$ cat config.mk
export PLATFORM = sky130hd
export DESIGN_NAME = expr_stream_gen_flat
export DESIGN_NICKNAME = d
export VERILOG_FILES = /design/src/rtl/expr_pkg.sv /design/src/rtl/expr_stream_gen_if.sv /design/src/rtl/lfsr_core.sv /design/src/rtl/expr_stream_gen.sv /design/src/flat_wrapper.sv
export SDC_FILE = /design/constraint.sdc
export NUM_CORES = 1
export LEC_CHECK = 0
export BUFFER_PORTS_ARGS = -buffer_cell sky130_fd_sc_hd__buf_4
export CELL_PAD_IN_SITES_DETAIL_PLACEMENT = 0
export CELL_PAD_IN_SITES_GLOBAL_PLACEMENT = 1
export CORE_AREA = 10 10 140 142
export CTS_BUF_LIST = sky130_fd_sc_hd__clkbuf_4
export CTS_CLUSTER_DIAMETER = 120
export CTS_CLUSTER_SIZE = 28
export DETAILED_ROUTE_END_ITERATION = 8
export DIE_AREA = 0 0 150 152
export PLACE_DENSITY_LB_ADDON = 0.1
export SLEW_MARGIN = 20
export SYNTH_ARGS = -nofsm -noshare
export SYNTH_HDL_FRONTEND = slang
export SYNTH_SLANG_ARGS = --single-unit
$ cat constraint.sdc
create_clock -name clk -period 10.2 [get_ports clk]
set_input_delay 0.51 -clock clk [delete_from_list [all_inputs] [get_ports clk]]
set_output_delay 0.51 -clock clk [all_outputs]
set_load 0.01 [all_outputs]
$ cat src/rtl/expr_pkg.sv
// Shared op codes, level/state enums and helpers for the expression stream generator.
package expr_pkg;

    localparam logic [3:0] OP_ADD = 4'hA;
    localparam logic [3:0] OP_SUB = 4'hB;
    localparam logic [3:0] OP_MUL = 4'hC;
    localparam logic [3:0] OP_DIV = 4'hD;

    typedef enum logic [1:0] {
        LVL_0 = 2'd0,
        LVL_1 = 2'd1,
        LVL_2 = 2'd2
    } level_e;

    typedef enum logic [1:0] {
        ST_DRAW  = 2'd0,
        ST_CHECK = 2'd1,
        ST_VALID = 2'd2
    } state_e;

    // Shift-left Fibonacci tap masks: bit (e-1) set for each polynomial term x^e.
    function automatic logic [31:0] lfsr_taps(input int width);
        case (width)
            24:      return 32'h00E1_0000;
            32:      return 32'h8020_0003;
            default: return 32'h0000_B400;
        endcase
    endfunction

    function automatic logic [3:0] draw_operand(input logic [5:0] raw, input int num_max);
        return 4'(int'(raw) % num_max + 1);
    endfunction

endpackage

$ cat src/rtl/expr_stream_gen_if.sv
// Valid/ready expression stream from the generator to the display/answer logic.
interface expr_stream_gen_if;
    logic        out_valid;
    logic        out_ready;
    logic [11:0] exp;
    logic [1:0]  lane;

    modport master (output out_valid, exp, lane, input out_ready);
    modport slave  (input out_valid, exp, lane, output out_ready);
endinterface

$ cat src/rtl/lfsr_core.sv
// Free-running Fibonacci LFSR with zero-state recovery and seed load; exposes the low 16 bits.
module lfsr_core
    import expr_pkg::*;
#(
    parameter int               WIDTH = 16,
    parameter logic [WIDTH-1:0] SEED  = WIDTH'(16'hACE1)
) (
    input  logic             clk,
    input  logic             rst,
    input  logic             seed_load,
    input  logic [WIDTH-1:0] seed,
    output logic [15:0]      lfsr_lo
);
    localparam logic [31:0]      TAPS_ALL = lfsr_taps(WIDTH);
    localparam logic [WIDTH-1:0] TAPS     = TAPS_ALL[WIDTH-1:0];

    logic [WIDTH-1:0] lfsr_q, lfsr_d;

    always_comb begin
        lfsr_d = {lfsr_q[WIDTH-2:0], ^(lfsr_q & TAPS)};
        if (seed_load) begin
            lfsr_d = (seed == '0) ? SEED : seed;
        end else if (lfsr_q == '0) begin
            lfsr_d = SEED;
        end
    end

    always_ff @(posedge clk or negedge rst) begin
        if (!rst) lfsr_q <= SEED;
        else      lfsr_q <= lfsr_d;
    end

    assign lfsr_lo = lfsr_q[15:0];
endmodule

$ cat src/rtl/expr_stream_gen.sv
// Streams random arithmetic expressions with score-scaled difficulty over a valid/ready port.
// Optional seed reload ports are enabled by defining EXPR_GEN_SEED_EN.
//
// state    | meaning
// DRAW     | sample operand/op/lane fields from the LFSR and latch the difficulty level
// CHECK    | apply op fixups; redraw on a non-exact division, otherwise load the output
// VALID    | hold exp/lane until the consumer takes them
module expr_stream_gen
    import expr_pkg::*;
#(
    parameter int          LFSR_W    = 16,
    parameter logic [31:0] SEED      = 32'h0000_ACE1,
    parameter int          NUM_MAX   = 9,
    parameter int          LANES     = 3,
    parameter int          SCORE_W   = 7,
    parameter int          THRESH1   = 10,
    parameter int          THRESH2   = 20,
    parameter int          MAX_RETRY = 7
) (
    input  logic               clk,
    input  logic               rst,
    input  logic [SCORE_W-1:0] score,
`ifdef EXPR_GEN_SEED_EN
    input  logic               seed_load,
    input  logic [LFSR_W-1:0]  seed,
`endif
    expr_stream_gen_if.master  out_if
);
    localparam int                 RETRY_W   = (MAX_RETRY < 1) ? 1 : $clog2(MAX_RETRY + 1);
    localparam logic [RETRY_W-1:0] RETRY_LIM = RETRY_W'(MAX_RETRY);

    state_e             state_q, state_d;
    level_e             level_q, level_d;
    logic [5:0]         a_raw_q, a_raw_d, b_raw_q, b_raw_d;
    logic [1:0]         op_raw_q, op_raw_d, ln_raw_q, ln_raw_d;
    logic [RETRY_W-1:0] retry_q, retry_d;
    logic [11:0]        exp_q, exp_d;
    logic [1:0]         lane_q, lane_d, prev_lane_q, prev_lane_d;
    logic               valid_q, valid_d;

    logic [15:0]        lfsr_lo;
    logic               seed_load_i;
    logic [LFSR_W-1:0]  seed_i;
    logic [3:0]         a0, b0, op, a_fix, b_fix;
    logic [6:0]         prod;
    logic               div_fits, div_reject;
    logic [1:0]         l0, lane_pick;

`ifdef EXPR_GEN_SEED_EN
    assign seed_load_i = seed_load;
    assign seed_i      = seed;
`else
    assign seed_load_i = 1'b0;
    assign seed_i      = '0;
`endif

    lfsr_core #(
        .WIDTH (LFSR_W),
        .SEED  (SEED[LFSR_W-1:0])
    ) u_lfsr (
        .clk       (clk),
        .rst       (rst),
        .seed_load (seed_load_i),
        .seed      (seed_i),
        .lfsr_lo   (lfsr_lo)
    );

    always_comb begin
        a0 = draw_operand(a_raw_q, NUM_MAX);
        b0 = draw_operand(b_raw_q, NUM_MAX);
        case (level_q)
            LVL_1:   op = OP_ADD + 4'(int'(op_raw_q) % 3);
            LVL_2:   op = OP_ADD + {2'b00, op_raw_q};
            default: op = OP_ADD + {3'b000, op_raw_q[0]};
        endcase

        // Division is issued as (q*d)/d so the quotient is always exact.
        prod       = 7'(a0) * 7'(b0);
        div_fits   = (prod <= 7'(NUM_MAX));
        div_reject = (op == OP_DIV) && !div_fits && (retry_q != RETRY_LIM);

        a_fix = a0;
        b_fix = b0;
        if (op == OP_SUB && a0 < b0) begin
            a_fix = b0;
            b_fix = a0;
        end else if (op == OP_DIV) begin
            if (div_fits) a_fix = prod[3:0];
            else          b_fix = 4'd1;
        end

        l0        = 2'(int'(ln_raw_q) % LANES);
        lane_pick = (l0 == prev_lane_q) ? 2'((int'(l0) + 1) % LANES) : l0;
    end

    always_comb begin
        state_d     = state_q;
        level_d     = level_q;
        a_raw_d     = a_raw_q;
        b_raw_d     = b_raw_q;
        op_raw_d    = op_raw_q;
        ln_raw_d    = ln_raw_q;
        retry_d     = retry_q;
        exp_d       = exp_q;
        lane_d      = lane_q;
        prev_lane_d = prev_lane_q;
        valid_d     = valid_q;

        case (state_q)
            ST_DRAW: begin
                a_raw_d  = lfsr_lo[5:0];
                b_raw_d  = lfsr_lo[11:6];
                op_raw_d = lfsr_lo[13:12];
                ln_raw_d = lfsr_lo[15:14];
                if (int'(score) < THRESH1)      level_d = LVL_0;
                else if (int'(score) < THRESH2) level_d = LVL_1;
                else                            level_d = LVL_2;
                state_d = ST_CHECK;
            end
            ST_CHECK: begin
                if (div_reject) begin
                    retry_d = retry_q + 1'b1;
                    state_d = ST_DRAW;
                end else begin
                    exp_d       = {a_fix, op, b_fix};
                    lane_d      = lane_pick;
                    prev_lane_d = lane_pick;
                    valid_d     = 1'b1;
                    state_d     = ST_VALID;
                end
            end
            ST_VALID: begin
                if (out_if.out_ready) begin
                    valid_d = 1'b0;
                    retry_d = '0;
                    state_d = ST_DRAW;
                end
            end
            default: state_d = ST_DRAW;
        endcase
    end

    always_ff @(posedge clk or negedge rst) begin
        if (!rst) begin
            state_q     <= ST_DRAW;
            level_q     <= LVL_0;
            a_raw_q     <= '0;
            b_raw_q     <= '0;
            op_raw_q    <= '0;
            ln_raw_q    <= '0;
            retry_q     <= '0;
            exp_q       <= 12'h000;
            lane_q      <= '0;
            prev_lane_q <= '0;
            valid_q     <= 1'b0;
        end else begin
            state_q     <= state_d;
            level_q     <= level_d;
            a_raw_q     <= a_raw_d;
            b_raw_q     <= b_raw_d;
            op_raw_q    <= op_raw_d;
            ln_raw_q    <= ln_raw_d;
            retry_q     <= retry_d;
            exp_q       <= exp_d;
            lane_q      <= lane_d;
            prev_lane_q <= prev_lane_d;
            valid_q     <= valid_d;
        end
    end

    assign out_if.out_valid = valid_q;
    assign out_if.exp       = exp_q;
    assign out_if.lane      = lane_q;
endmodule

$ cat src/flat_wrapper.sv
// flat-port wrapper written by rule: the top's interface ports become plain ports
module expr_stream_gen_flat import expr_pkg::*;
#(
    parameter int          LFSR_W    = 16,
    parameter logic [31:0] SEED      = 32'h0000_ACE1,
    parameter int          NUM_MAX   = 9,
    parameter int          LANES     = 3,
    parameter int          SCORE_W   = 7,
    parameter int          THRESH1   = 10,
    parameter int          THRESH2   = 20,
    parameter int          MAX_RETRY = 7
)
  (clk, rst, score, out_if_out_valid, out_if_exp, out_if_lane, out_if_out_ready);
  expr_stream_gen_if out_if_i ();
  input  logic clk;
  input  logic rst;
  input  logic [SCORE_W-1:0] score;
  output wire logic [$bits(out_if_i.out_valid)-1:0] out_if_out_valid;
  output wire logic [$bits(out_if_i.exp)-1:0] out_if_exp;
  output wire logic [$bits(out_if_i.lane)-1:0] out_if_lane;
  input wire logic [$bits(out_if_i.out_ready)-1:0] out_if_out_ready;
  assign out_if_out_valid = out_if_i.out_valid;
  assign out_if_exp = out_if_i.exp;
  assign out_if_lane = out_if_i.lane;
  assign out_if_i.out_ready = out_if_out_ready;
  expr_stream_gen #(.LFSR_W(LFSR_W), .SEED(SEED), .NUM_MAX(NUM_MAX), .LANES(LANES), .SCORE_W(SCORE_W), .THRESH1(THRESH1), .THRESH2(THRESH2), .MAX_RETRY(MAX_RETRY)) u_core (.clk(clk), .rst(rst), .score(score), .out_if(out_if_i));
endmodule
**Word-level counts from Yosys, hierarchy flattened**

Index checks and enable logic that the tools add are counted.

- Add/sub/neg operators: 7
- $mul: 1
- Div/mod/pow operators: 5
- Magnitude comparators: 4
- Eq/ne operators: 11
- Mux-type cells: 20
- Bitwise operators: 1
- Reduce and logical (&&, ||, !) cells: 11

Operator list:

| cell | count |
|---|---|
| modulo 3 x 3 -> 32 bit (second input constant) | 2 |
| modulo 7 x 5 -> 32 bit (second input constant) | 2 |
| modulo 32 x 3 -> 32 bit (second input constant) | 1 |
| 2-to-1 mux 4 bit | 6 |
| logical NOT 16 bit | 1 |
| 2-to-1 mux 16 bit | 1 |
| parity 16 bit | 1 |
| 2-to-1 mux 2 bit | 5 |
| adder 4 x 2 -> 4 bit (second input constant) | 2 |
| equality test 4 bit (second input constant) | 2 |
| case mux 4 bit (2 select lines) | 1 |
| less-or-equal comparator 7 x 4 -> 1 bit (second input constant) | 1 |
| less-than comparator 7 x 4 -> 1 bit (second input constant) | 1 |
| less-than comparator 7 x 5 -> 1 bit (second input constant) | 1 |
| multiplier 4 x 4 -> 7 bit | 1 |
| 2-to-1 mux 3 bit | 2 |
| case mux 2 bit (3 select lines) | 1 |
| case mux 3 bit (2 select lines) | 1 |
| AND reduction 3 bit | 2 |
| adder 4 x 1 -> 4 bit (first input constant) | 1 |
| adder 4 x 2 -> 4 bit (first input constant) | 1 |
| adder 4 bit (first input constant) | 1 |
| equality test 2 x 1 -> 1 bit (second input constant) | 2 |
| equality test 2 bit (second input constant) | 2 |
| 15 further kinds | 19 |

- Flip-flop bits (word level): 54
- Output and inout bits: 15
- Word-level logic and storage cells: 71

**Depth between registers and ports, before layout**

Gate-level depths: netlist (run 1).

- Depth in word-level cells: 9
- Gate-level depth with buffers: 36
- Mapped depth without buffers: 35

**Hierarchy**

A second synthesis (run 1) with hierarchy kept.

- Cells, all modules: 474
- Area total of the unflattened synthesis: 4240.3 µm²

By module, submodules not included:

| module | times used | cells an instance | area an instance (µm²) | sequential area each (µm²) |
|---|---|---|---|---|
| expr_stream_gen | 1 | 424 | 3520.9 | 950.9 |
| lfsr_core | 1 | 50 | 719.4 | 410.4 |

**Worst setup path before layout (run 1)**

OpenSTA, ideal clock, no wires.

- Kind: reg-to-reg
- From: register u_core.a_raw_q[5]
- To: register u_core.exp_q[6], in the netlist u_core.out_if.exp[6]
- Setup time: 0.125 ns
- Data arrival time: 7.642 ns
- Setup slack: 2.433 ns
- Cell stages (with the launch flop): 34
- Buffers on the path: 2
- Clock period less this slack: 7.767 ns
- Path through: dfrtp_1 > buf_4 > nand2b_1 > o21ai_0 > inv_1 > ha_1 > nand2b_1 > a211oi_1 > o21bai_2 > nor2_2 > xnor2_1 > ha_1 > nand2b_1 > maj3_1 > a221o_1 > a211oi_4 > xnor2_2 > ha_1 > xnor2_1 > xnor2_1 > inv_1 > nand2_1 > fa_1 > fa_1 > inv_1 > fa_1 > a21o_1 > a21oi_1 > xnor2_1 > nand4_1 > nand3_1 > o21ai_1 > clkbuf_1 > mux2_2

- Longest elaborated chain between the ends: 9

Ends and longest elaborated chain:

| element | RTL line | RTL |
|---|---|---|
| start: declaration | expr_stream_gen.sv:34 | `logic [5:0] a_raw_q, a_raw_d, b_raw_q, b_raw_d;` |
| start signal: assignment | expr_stream_gen.sv:159 | `a_raw_q <= a_raw_d;` |
| modulo 7 x 5 -> 32 bit | expr_pkg.sv:31 | `return 4'(int'(raw) % num_max + 1);` |
| adder 4 x 2 -> 4 bit | expr_pkg.sv:31 |  |
| multiplier 4 x 4 -> 7 bit | expr_stream_gen.sv:78 | `prod = 7'(a0) * 7'(b0);` |
| less-or-equal comparator 7 x 4 -> 1 bit | expr_stream_gen.sv:79 | `div_fits = (prod <= 7'(NUM_MAX));` |
| logical NOT 1 bit | expr_stream_gen.sv:80 | `div_reject = (op == OP_DIV) && !div_fits && (retry_q != RETRY_LIM);` |
| logical AND 1 bit (2 in a row) | expr_stream_gen.sv:80 |  |
| NOT 1 bit (no line) | -- |  |
| AND reduction 2 bit (no line) | -- |  |
| end signal: assignment | expr_stream_gen.sv:164 | `exp_q <= exp_d;` |
| end: declaration | expr_stream_gen.sv:37 | `logic [11:0] exp_q, exp_d;` |

No other way between the ends.
A chain may end at the register's enable or synchronous reset.

**Worst setup path in the final report (run 1)**

- From: register u_core.a_raw_q[2]
- To: register u_core.retry_q[1]

- Longest elaborated chain between the ends: 9

Ends and longest elaborated chain:

| element | RTL line | RTL |
|---|---|---|
| modulo 7 x 5 -> 32 bit | expr_pkg.sv:31 |  |
| adder 4 x 2 -> 4 bit | expr_pkg.sv:31 |  |
| multiplier 4 x 4 -> 7 bit | expr_stream_gen.sv:78 |  |
| less-or-equal comparator 7 x 4 -> 1 bit | expr_stream_gen.sv:79 |  |
| logical NOT 1 bit | expr_stream_gen.sv:80 |  |
| logical AND 1 bit (2 in a row) | expr_stream_gen.sv:80 |  |
| != test 2 x 1 -> 1 bit (no line) | -- |  |
| AND reduction 3 bit (no line) | -- |  |
| end signal: assignment | expr_stream_gen.sv:163 | `retry_q <= retry_d;` |
| end: declaration | expr_stream_gen.sv:36 | `logic [RETRY_W-1:0] retry_q, retry_d;` |

No other way between the ends.

==> flow_summary.yaml, run 1 <==
cts:
  tritoncts: "done"
  clk_pin_slew_worst_paths_ns: 0.17
  root_buffer: "clkbuf_4"
  clockBufferDepth: 2
  clock_sinks: 54
  insertion_delay_ns: 0.40
  cts_buffers: 5
  hold_buffers: 0
  ctsHtreeMaxLevel: 2
  cts.repair.resized: 0
  cts_setup_buffers: 0
routing:
  vias_per_cell: 4.64
  wirelength_um: 10100
  firstDrtPassIters: 4
  first_iter_violations: 177
  wl_per_cell_um: 14.5
  route.detailed.drc: 0
  ant_nets: 0
  vias: 3225
global_routing:
  antenna_found_initial: 0
  grt_pass1_vias: 3385
  grt_max_degree: 55
  grt_pass1_wl_um: 17600
  grt_use_total_pct: 9.24
  overflow: 0
setup_path:
  cp.required_ns: 10.52
  worstPathMaxFanout: 18
  critPathLaunchType: "register"
  crit_family: "compound AO/OA/AOI/OAI gates"
  critPathSlowestCell: "dfrtp_1"
  r2r_cells: 35
  arrival_ns: 9.33
  worstSetupPathType: "register to register"
  path_common_cell: "xnor2_1"
  crit_buf_inv: 6
  path_depth: 35
  max_stage_delay_ns: 0.56
  rrSetupSlack_ns: 1.19
  end_kind: "register"
place:
  gp_congestion: 0.728
  placed_area_um2: 4540
  dpl.hpwl_um: 7870
  io_buffers: 23
sta:
  drv_slew: 0
  max-slew-margin-rel_pct: 38.3
  worstMarginPinSlew_ns: 0.917
  finalCritPeriodShare_pct: 88.4
  clock_skew_ns: 0.0217
  clock.fmax_ghz: 0.111
  finalSetupViolCount: 0
  rsz0062_at_grt: "false"
  holdWs_ns: 0.120
  hold_violations: 0
  period_minus_slack_ns: 9.01
  tns_ns: 0
final_layout:
  antenna_cells: 0
  drive_gt1_share_pct: 17.2
  fill_cells: 1868
  fin_nets: 519
  area_growth_pct: 11.8
  fin_area_um2: 4620
synth:
  synth.cells.most_frequent: "dfrtp_1 (46), nand2_1 (42), inv_1 (37)"
  synth_area_per_cell_um2: 9.08
  ys_types: 76
  yosys.area.top_type: "dfrtp_1"
  synth_fp_nets: 505
  async_flop_share_pct: 100
  syn_area_um2: 4130
  synth_area_leaders: "dfrtp_1 (28%), ha_1 (11%), dfstp_2 (5.1%)"
  synthFlopType: "dfrtp_1"
  ys_seq_area_share_pct: 32.9
  syn_inst: 455
  yosys.area.top_type_share_pct: 27.9
  yosys_warnings: 0
  ys_ff_latch: 54
  synth-edff-count: 0
  synth.most_common_cell: "dfrtp_1"
worst_hold_path:
  hold_class: "primary input to async pin"
die:
  dieHeight_um: 152
  start_util_pct: 24.4
  die_w_um: 150
  ios: 25
  core_um2: 16900
  fp-row-count: 48
  dieArea_um2: 22800
flow_run:
  maxCapViolCount: 0
status:
  outcome: "finished, final reports clean"
==> state kept, by name, summed over array words and instances, names as in the netlist <==
register and count:
u_core.out_if.lane 2, u_core.state_q 2, u_core.out_if.exp 12, u_core.level_q 2, u_core.retry_q 3, u_core.a_raw_q 6
u_core.b_raw_q 6, u_core.out_if.out_valid 1, u_core.u_lfsr.lfsr_lo 16, u_core.op_raw_q 2, u_core.ln_raw_q 2
==> final timing paths <==
path	start	endpoint
hold / removal	rst	u_core.out_if.exp[7]
setup reg to reg	u_core.a_raw_q[2]	u_core.retry_q[1]
max in group asynchronous	rst	u_core.b_raw_q[5]
hold reg to reg	u_core.u_lfsr.lfsr_lo[11]	u_core.u_lfsr.lfsr_lo[12]
setup / recovery	u_core.a_raw_q[2]	u_core.retry_q[1]
min in group clk	out_if_out_ready	u_core.state_q[1]
==> layout by cell type (no fill, tap or decap), types with 6 or more instances in the layout <==
master	n
xnor2_1	13
nand2_1	42
a31oi_1	6
mux2i_1	6
a211oi_1	8
dfrtp_1	46
nor2b_1	8
nand2b_1	20
nor2_1	33
buf_4	28
ha_1	36
nor3_1	7
inv_1	37
a21oi_1	18
dfstp_2	8
o21ai_0	29
xor2_1	8
nand3_1	8
mux2_2	10
==> worst register-to-register path: cells and delay by family, from the launching register on <==
| family | cells | cell delay [ns] |
|---|---|---|
| compound gates | 10 | 2.65 |
| xor+xnor | 5 | 0.84 |
| fa+ha+maj | 7 | 2.64 |
| buf+inv | 6 | 0.98 |
| flops | 1 | 0.56 |
| simple gates | 7 | 1.25 |
==> final cells by class <==
cell class,count,area (um^2),share of cell area (%)
Inverter,39,146,3.17
Clock buffer,5,37.5,0.812
Timing Repair Buffer,28,210,4.55
Tap cell,225,282,6.09
Clock inverter,3,47.5,1.03
Sequential cell,54,1360,29.5
Multi-Input combinational cell,341,2540,54.9
==> metal layers <==
layer / wire, um / track usage [%] / vias to the layer above
met5: 0 / 0 / -
met4: 82 / 1.67 / 0
met3: 350 / 2.02 / 8
met2: 4670 / 15.1 / 39
met1: 4970 / 12.3 / 1552
li1: - / - / 1626
==> per-stage QoR <==
step,setup slack [ns],utilization [%],instances
floorplan,2.43,-,455
global placement,1.17,26.8,687
detailed placement,1.12,26.8,687
CTS,1.03,27.3,695
global route,0.319,27.3,695
finish,1.19,27.3,695
==> cells by family (layout without fill, tap and decap cells) <==
| family | Yosys count | count (layout) | synth area share (%) |
|---|---|---|---|
| simple gates | 148 | 148 | 18.1 |
| xor+xnor | 23 | 23 | 5.51 |
| mux | 16 | 16 | 4.18 |
| fa+ha+maj | 41 | 41 | 13.1 |
| compound gates | 113 | 113 | 20.4 |
| buf+inv | 60 | 75 | 5.81 |
| flops | 54 | 54 | 32.9 |
Power of run 1 is not shown: default switching activity piles up to over one toggle a cycle in this logic, so the estimate is an artifact.
==> run 2: changes to the inputs <==
--- a/config.mk
+++ b/config.mk
@@ -5,7 +5,7 @@
 export SDC_FILE = /design/constraint.sdc
 export NUM_CORES = 1
 export LEC_CHECK = 0
-export BUFFER_PORTS_ARGS = -buffer_cell sky130_fd_sc_hd__buf_4
+export BUFFER_PORTS_ARGS = -buffer_cell sky130_fd_sc_hd__buf_2
 export CELL_PAD_IN_SITES_DETAIL_PLACEMENT = 0
 export CELL_PAD_IN_SITES_GLOBAL_PLACEMENT = 1
 export CORE_AREA = 10 10 140 142
@@ -14,7 +14,7 @@
 export CTS_CLUSTER_SIZE = 28
 export DETAILED_ROUTE_END_ITERATION = 8
 export DIE_AREA = 0 0 150 152
-export PLACE_DENSITY_LB_ADDON = 0.1
+export PLACE_DENSITY = 0.55
 export SLEW_MARGIN = 20
 export SYNTH_ARGS = -nofsm -noshare
 export SYNTH_HDL_FRONTEND = slang
==> flow_summary.yaml, run 2 (synthesis gave the netlist of run 1 again) <==
status:
  outcome: "finished, final reports clean"
cts:
  ctsHtreeMaxLevel: 2
  clock_sinks: 54
  clk_pin_slew_worst_paths_ns: 0.17
  clockBufferDepth: 2
  cts.repair.resized: 0
  insertion_delay_ns: 0.39
  tritoncts: "done"
  cts_buffers: 5
  root_buffer: "clkbuf_4"
  hold_buffers: 0
  cts_setup_buffers: 0
die:
  start_util_pct: 24.4
  dieHeight_um: 152
  fp-row-count: 48
  die_w_um: 150
  dieArea_um2: 22800
  core_um2: 16900
  ios: 25
final_layout:
  fin_nets: 519
  antenna_cells: 0
  largest_reg_flops: 16
  final_common_cell: "dfrtp_1"
  area_growth_pct: 10.4
  layout_common_cells: "dfrtp_1 (46), nand2_1 (42), inv_1 (37), ha_1 (36), nor2_1 (33)"
  drive_gt1_share_pct: 17.2
place:
  gp_congestion: 0.782
  io_buffers: 23
  dpl.hpwl_um: 7260
sta:
  clock_skew_ns: 0.0154
  hold_violations: 0
  max-slew-margin-rel_pct: 40.1
  period_minus_slack_ns: 8.86
  finalSetupViolCount: 0
  clock.fmax_ghz: 0.113
  tns_ns: 0
  rsz0062_at_grt: "false"
  worstMarginPinSlew_ns: 0.890
  finalCritPeriodShare_pct: 86.9
  drv_slew: 0
routing:
  vias_per_cell: 4.61
  first_iter_violations: 199
  wl_per_cell_um: 13.6
  vias: 3204
  route.detailed.drc: 0
  wirelength_um: 9440
  firstDrtPassIters: 4
  ant_nets: 0
flow_run:
  maxCapViolCount: 0
setup_path:
  r2r_cells: 33
  rrSetupSlack_ns: 1.34
  end_kind: "register"
  startpoint: "u_core.a_raw_q[2]"
  arrival_ns: 9.14
  rr_startpoint: "u_core.a_raw_q[2]"
  cp.required_ns: 10.48
  critPathLaunchType: "register"
  worstSetupPathType: "register to register"
  critPathSlowestCell: "dfrtp_1"
  worstPathMaxFanout: 13
  path_common_cell: "xnor2_1"
  reg2reg_to: "u_core.out_if.exp[9]"
  max_stage_delay_ns: 0.55
global_routing:
  overflow: 0
  grt_use_total_pct: 8.54
  antenna_found_initial: 0
  grt_pass1_wl_um: 16300
  grt_pass1_vias: 3306
  grt_max_degree: 55
worst_hold_path:
  hold_class: "primary input to async pin"
==> run 2: layer usage <==
| layer | part of all wire, % | vias to the layer above | global-route usage (%) |
|---|---|---|---|
| met5 | 0 | - | 0 |
| met4 | 0.63 | 0 | 1.71 |
| met3 | 3.9 | 4 | 2.08 |
| met2 | 45 | 39 | 13.7 |
| met1 | 50 | 1533 | 11.4 |
| li1 | - | 1628 | - |
==> run 2: worst max path at each step <==
stage | end | slack, ns
finish | u_core.out_if.exp[9] | 1.34
global route | u_core.out_if.exp[9] | 0.61
CTS | u_core.out_if.exp[9] | 1.33
detailed placement | u_core.out_if.exp[9] | 1.36
global placement | u_core.out_if.exp[9] | 1.57
floorplan | u_core.out_if.exp[6] | 2.43
==> run 2: worst max-delay path: cells and delay by family (launching register included) <==
family | cells | cell delay (ns)
AND/OR/NAND/NOR | 7 | 1.41
adder cells (fa/ha/maj) | 7 | 2.64
XOR/XNOR | 5 | 0.89
AO/OA/AOI/OAI | 8 | 2.17
multiplexers | 2 | 0.57
flip-flops | 1 | 0.55
buffers and inverters | 4 | 0.51
==> run 2: layout make-up <==
cell class                      instances  area, um^2
Clock buffer                            6        45.0
Clock inverter                          2        38.8
Fill cell                            1880       12400
Inverter                               39         146
Multi-Input combinational cell        341        2540
Sequential cell                        54        1360
Tap cell                              225         282
Timing Repair Buffer                   28         153
==> run 2: stage by stage <==
| step | std cells | instance area (um^2) | setup slack [ns] | hold slack, ns | util (%) |
|---|---|---|---|---|---|
| final | 695 | 4560 | 1.34 | 0.237 | 26.9 |
| after global routing | 695 | 4560 | 0.610 | 0.273 | 26.9 |
| after CTS | 695 | 4560 | 1.33 | 0.244 | 26.9 |
| after detailed placement | 687 | 4480 | 1.36 | 0.398 | 26.4 |
| after global placement | 687 | 4480 | 1.57 | 0.399 | 26.4 |
| after floorplan | 455 | 4130 | 2.43 | 0.214 | - |
Power of run 2 is left out for the same reason.
